**config.mk**
```make
export PLATFORM = sky130hd
export DESIGN_NAME = dma_priority
export DESIGN_NICKNAME = d
export VERILOG_FILES = /design/src/rtl/dma_priority.sv
export SDC_FILE = /design/constraint.sdc
export NUM_CORES = 1
export LEC_CHECK = 0
export CAP_MARGIN = 20
export CORE_MARGIN = 2
export CORE_UTILIZATION = 35
export DETAILED_ROUTE_END_ITERATION = 16
export PLACE_DENSITY = 0.7
export SLEW_MARGIN = 20
export SYNTH_ARGS = -nofsm -noshare
export SYNTH_HDL_FRONTEND = slang
export SYNTH_SLANG_ARGS = --single-unit
```
**constraint.sdc**
```tcl
create_clock -name CLK -period 1.8 [get_ports CLK]
set_input_delay 0.54 -clock CLK [delete_from_list [all_inputs] [get_ports CLK]]
set_output_delay 0.54 -clock CLK [all_outputs]
set_load 0.02 [all_outputs]
```
**src/rtl/dma_priority.sv**
```systemverilog
// rtl/dma_priority.sv - DMA channel arbiter and HRQ/HLDA bus-request FSM (option: DMA_ROTATING_PRIORITY_EN)
module dma_priority #(
  parameter int NCH = 4
) (
  input  logic           CLK,
  input  logic           RESET,
  input  logic [NCH-1:0] DREQ,
  input  logic           HLDA,
  input  logic [NCH-1:0] mask,
  input  logic [NCH-1:0] sw_req,
  input  logic           cmd_ctrl_dis,
  input  logic           cmd_rot_pri,
  input  logic           cmd_dreq_low,
  input  logic           cmd_dack_high,
  input  logic           svc_done,
  output logic           HRQ,
  output logic [NCH-1:0] DACK,
  output logic [1:0]     act_ch,
  output logic           ch_valid
);

  typedef enum logic [1:0] {
    S_IDLE     = 2'd0,
    S_HOLD_REQ = 2'd1,
    S_ACTIVE   = 2'd2,
    S_RELEASE  = 2'd3
  } state_t;

  state_t         state, state_n;
  logic [NCH-1:0] dreq_s;
  logic [NCH-1:0] pend;
  logic           pend_any;
  logic [1:0]     base;
  logic [1:0]     idx;
  logic [1:0]     win;
  logic           found;
  logic           hrq_n;
  logic           valid_n;
  logic [1:0]     ch_n;
  logic [NCH-1:0] dack_n;

`ifdef DMA_ROTATING_PRIORITY_EN
  logic [1:0]     ptr, ptr_n;
`else
  logic           unused_rot_pri;
  assign unused_rot_pri = cmd_rot_pri;
`endif

  // Normalise DREQ polarity and register it once.
  always_ff @(posedge CLK) begin
    if (RESET) dreq_s <= '0;
    else       dreq_s <= cmd_dreq_low ? ~DREQ : DREQ;
  end

  assign pend     = (dreq_s & ~mask) | sw_req;
  assign pend_any = |pend;

  // Pick the first pending channel starting from the priority base, wrapping mod 4.
  always_comb begin
`ifdef DMA_ROTATING_PRIORITY_EN
    base = cmd_rot_pri ? ptr : 2'd0;
`else
    base = 2'd0;
`endif
    win   = 2'd0;
    found = 1'b0;
    idx   = 2'd0;
    for (int i = 0; i < NCH; i++) begin
      idx = base + 2'(i);
      if (!found && pend[idx]) begin
        win   = idx;
        found = 1'b1;
      end
    end
  end

  // Next state and next values of the registered grant/handshake outputs.
  always_comb begin
    state_n = state;
    hrq_n   = HRQ;
    valid_n = ch_valid;
    ch_n    = act_ch;
`ifdef DMA_ROTATING_PRIORITY_EN
    ptr_n   = ptr;
`endif
    case (state)
      S_IDLE: begin
        // HLDA guard keeps a fresh HRQ off the bus until the CPU has let go.
        if (pend_any && !cmd_ctrl_dis && !HLDA) begin
          state_n = S_HOLD_REQ;
          hrq_n   = 1'b1;
        end
      end
      S_HOLD_REQ: begin
        if (HLDA && pend_any) begin
          ch_n    = win;
          valid_n = 1'b1;
          state_n = S_ACTIVE;
        end else if (!pend_any) begin
          hrq_n   = 1'b0;
          state_n = S_RELEASE;
        end
      end
      S_ACTIVE: begin
        // svc_done wins over a simultaneous HLDA drop so rotation still advances.
        if (svc_done) begin
          valid_n = 1'b0;
          hrq_n   = 1'b0;
          state_n = S_RELEASE;
`ifdef DMA_ROTATING_PRIORITY_EN
          if (cmd_rot_pri) ptr_n = act_ch + 2'd1;
`endif
        end else if (!HLDA) begin
          valid_n = 1'b0;
          hrq_n   = 1'b0;
          state_n = S_RELEASE;
        end
      end
      S_RELEASE: begin
        if (!HLDA) state_n = S_IDLE;
      end
      default: state_n = S_IDLE;
    endcase
    dack_n = {NCH{~cmd_dack_high}} ^ (valid_n ? (NCH'(1) << ch_n) : '0);
  end

  // State, grant and DACK registers.
  always_ff @(posedge CLK) begin
    if (RESET) begin
      state    <= S_IDLE;
      HRQ      <= 1'b0;
      DACK     <= '1;
      act_ch   <= 2'd0;
      ch_valid <= 1'b0;
`ifdef DMA_ROTATING_PRIORITY_EN
      ptr      <= 2'd0;
`endif
    end else begin
      state    <= state_n;
      HRQ      <= hrq_n;
      DACK     <= dack_n;
      act_ch   <= ch_n;
      ch_valid <= valid_n;
`ifdef DMA_ROTATING_PRIORITY_EN
      ptr      <= ptr_n;
`endif
    end
  end

endmodule

```
==> reports/metrics.yaml <==
status:
  status: "completed"
detailed_routing:
  drt_wl_total_um: 2284
  first_iter_violations: 7
  drt_first_pass_iters: 5
  ant_nets: 0
  num_vias: 868
  drc: 0
  via_per_inst: 5.106
  wl_met3_um: 79
  drt-met1-wl_um: 974
  wl_per_cell_um: 13.44
  top_layer_used: "met4"
  wl_met2_um: 1210
sta:
  tightestPinTransition_ns: 0.4135
  skew_ns: 0.0002943
  drv_slew: 0
  fmax_mhz: 566.7
  hold_viol: 0
  maxSlewHeadroom: 0.7223
  finalSetupViolCount: 0
  period_needed_ns: 1.765
  finalCritPeriodShare: 0.9803
  setup_tns_ns: 0
setup_path:
  path_buf_inv: 1
  cp_slowest_cell: "clkdlybuf4s50_1"
  cp_max_fo: 2
  crit_chain: "clkdlybuf4s50_1"
  crit_type: "reg -> out"
  arrival_ns: 1.22
  start_kind: "register"
  crit_family: "buffers and inverters"
  regToRegStartpoint: "state[0]$_SDFFE_PP0P_"
  cp.required_ns: 1.26
  crit_start: "act_ch[1]$_SDFF_PP0_"
  critPathMaxStageDelay_ns: 0.61
  crit_path_end_kind: "output pin"
yosys:
  yosys-top-cells-count: "dfxtp_1 (14), nor2_1 (10), inv_1 (8), nand2_1 (6), a21oi_1 (5)"
  synth-edff-count: 0
  synth_area_leader_cell: "dfxtp_1"
  syn-instance-count: 99
  ys_seq_elements: 14
  synth_cell_types: 35
  yosysMostFrequentCell: "dfxtp_1"
  synthFlopType: "dfxtp_1"
  yosys-top-cells-area: "dfxtp_1 (32%), ha_1 (5.8%), nor2_1 (4.3%), xnor2_1 (4.0%), inv_1 (3.5%)"
  netlist_area_um2: 867.1
  syn_nets: 123
  yosys_warnings: 0
  syn_avg_cell_area_um2: 8.758
  async_reset_ff_frac: 0
  ys_seq_area_frac: 0.3232
  synth_top_area_frac: 0.3232
cts:
  postCtsHoldBufs: 0
  cts_tree: "built"
  cts_made_buffers: 3
  htreeDepth: 1
  clk_pin_slew_worst_paths_ns: 0.09
  clockBufferDepth: 2
  cts_root_buf: "clkbuf_4"
  cts.sinks: 14
  clk-insertion-delay-late_ns: 0.28
final_layout:
  drive_above_1_share: 0.3929
  design_area_mm2: 0.001415
  nNetsFinal: 165
  layout-area-overhead-vs-synth_pct: 63.20
  num_antenna_cells: 0
floorplan:
  core_area_mm2: 0.002410
  die_area_mm2: 0.002892
  die_w_um: 53.78
  floorplan.initialDensity: 0.3598
  rows: 18
  die_h_um: 53.78
  ioPinCount: 28
placed_design:
  hpwlAfterDp_um: 1595
  placement.io_buffers: 26
  gp_congestion: 0.8022
  place_area_mm2: 0.001220
power:
  vdd_drop_max_mv: 0.6158
  power_mw: 1.380
  p_per_area_mw_per_mm2: 975.2
  p_leak_nw: 0.5962
grt:
  track_usage: 0.1612
  grt_pass1_vias: 787
  antenna_found_initial: 0
  grt_overflow: 0
  grt_max_degree: 12
  grt_pass1_wl_um: 3305
hold_path:
  min_path_type: "reg -> reg"
  min_from: "HRQ$_SDFFE_PP0P_"
run:
  cap_violations: 0
## logic make-up (layout without fill, tap and decap cells)
family / after synthesis / count (layout) / share of synthesized area
compound gates: 28 / 28 / 0.2395
xor+xnor: 4 / 4 / 0.04040
fa+ha+maj: 4 / 4 / 0.05772
buf+inv: 11 / 52 / 0.04906
flops: 14 / 14 / 0.3232
mux: 2 / 2 / 0.02309
simple gates: 36 / 36 / 0.2670
## worst paths after layout
kind,cells past startpoint,to,slack (ns)
max reg2reg,8,state[1]$_SDFFE_PP0P_,0.09
min,2,HRQ$_SDFFE_PP0P_,0.51
max,1,act_ch[1],0.04
min reg2reg,2,HRQ$_SDFFE_PP0P_,0.51
## placed cells by master (no fill, tap or decap), types with 3 or more instances in the layout
cell type	netlist	layout
a21oi_1	5	3
buf_4	0	14
clkbuf_2	1	4
clkbuf_4	0	3
clkdlybuf4s50_1	0	14
dfxtp_1	14	12
dlygate4sd2_1	0	4
ha_1	4	3
inv_1	8	7
nand2_1	6	4
nor2_1	10	9
nor2b_4	2	4
nor3_1	4	3
xnor2_1	4	4
## registers in the layout (all words and copies together) (netlist names)
| name | count |
|---|---|
| HRQ | 1 |
| ch_valid | 1 |
| act_ch | 2 |
| dreq_s | 4 |
| state | 2 |
| DACK | 4 |
## power by group
group	leakage, nW	total [mW]	internal (mW)	switching [mW]
logic	0.458	0.739	0.347	0.392
clock network	0.0210	0.229	0.123	0.106
registers	0.117	0.413	0.369	0.0439
total	0.596	1.38	0.839	0.541
## what timing repair did
item	CTS	global route
endpoints found under the setup margin	10	8
resized for setup	23	28
pin swaps	6	16
setup buffers	2	3
## routing by layer
metal | vias up | global-route usage
met2 | 15 | 0.2866
met1 | 414 | 0.1844
li1 | 437 | -
met5 | - | 0
met3 | 2 | 0.02778
met4 | 0 | 0.07692
## through the flow
step,std cells,setup WS (ns),util,hold WS (ns)
global route,170,-0.0002514,0.5872,0.5319
global placement,161,-0.5142,0.5062,0.4958
CTS,167,0.01209,0.5498,0.5219
finish,170,0.03544,0.5872,0.5061
detailed placement,161,-0.5865,0.5062,0.5099
floorplan,99,0.04039,-,0.4869
## cell type report
cell class / instances / area, um^2
well taps: 30 / 37.54
clock buffers: 4 / 36.28
inverters: 8 / 30.03
fillers: 209 / 994.7
flip-flops and latches: 14 / 285.3
multi-input cells: 74 / 680.7
repair buffers: 40 / 345.3
(Power assumes the default switching activity.)
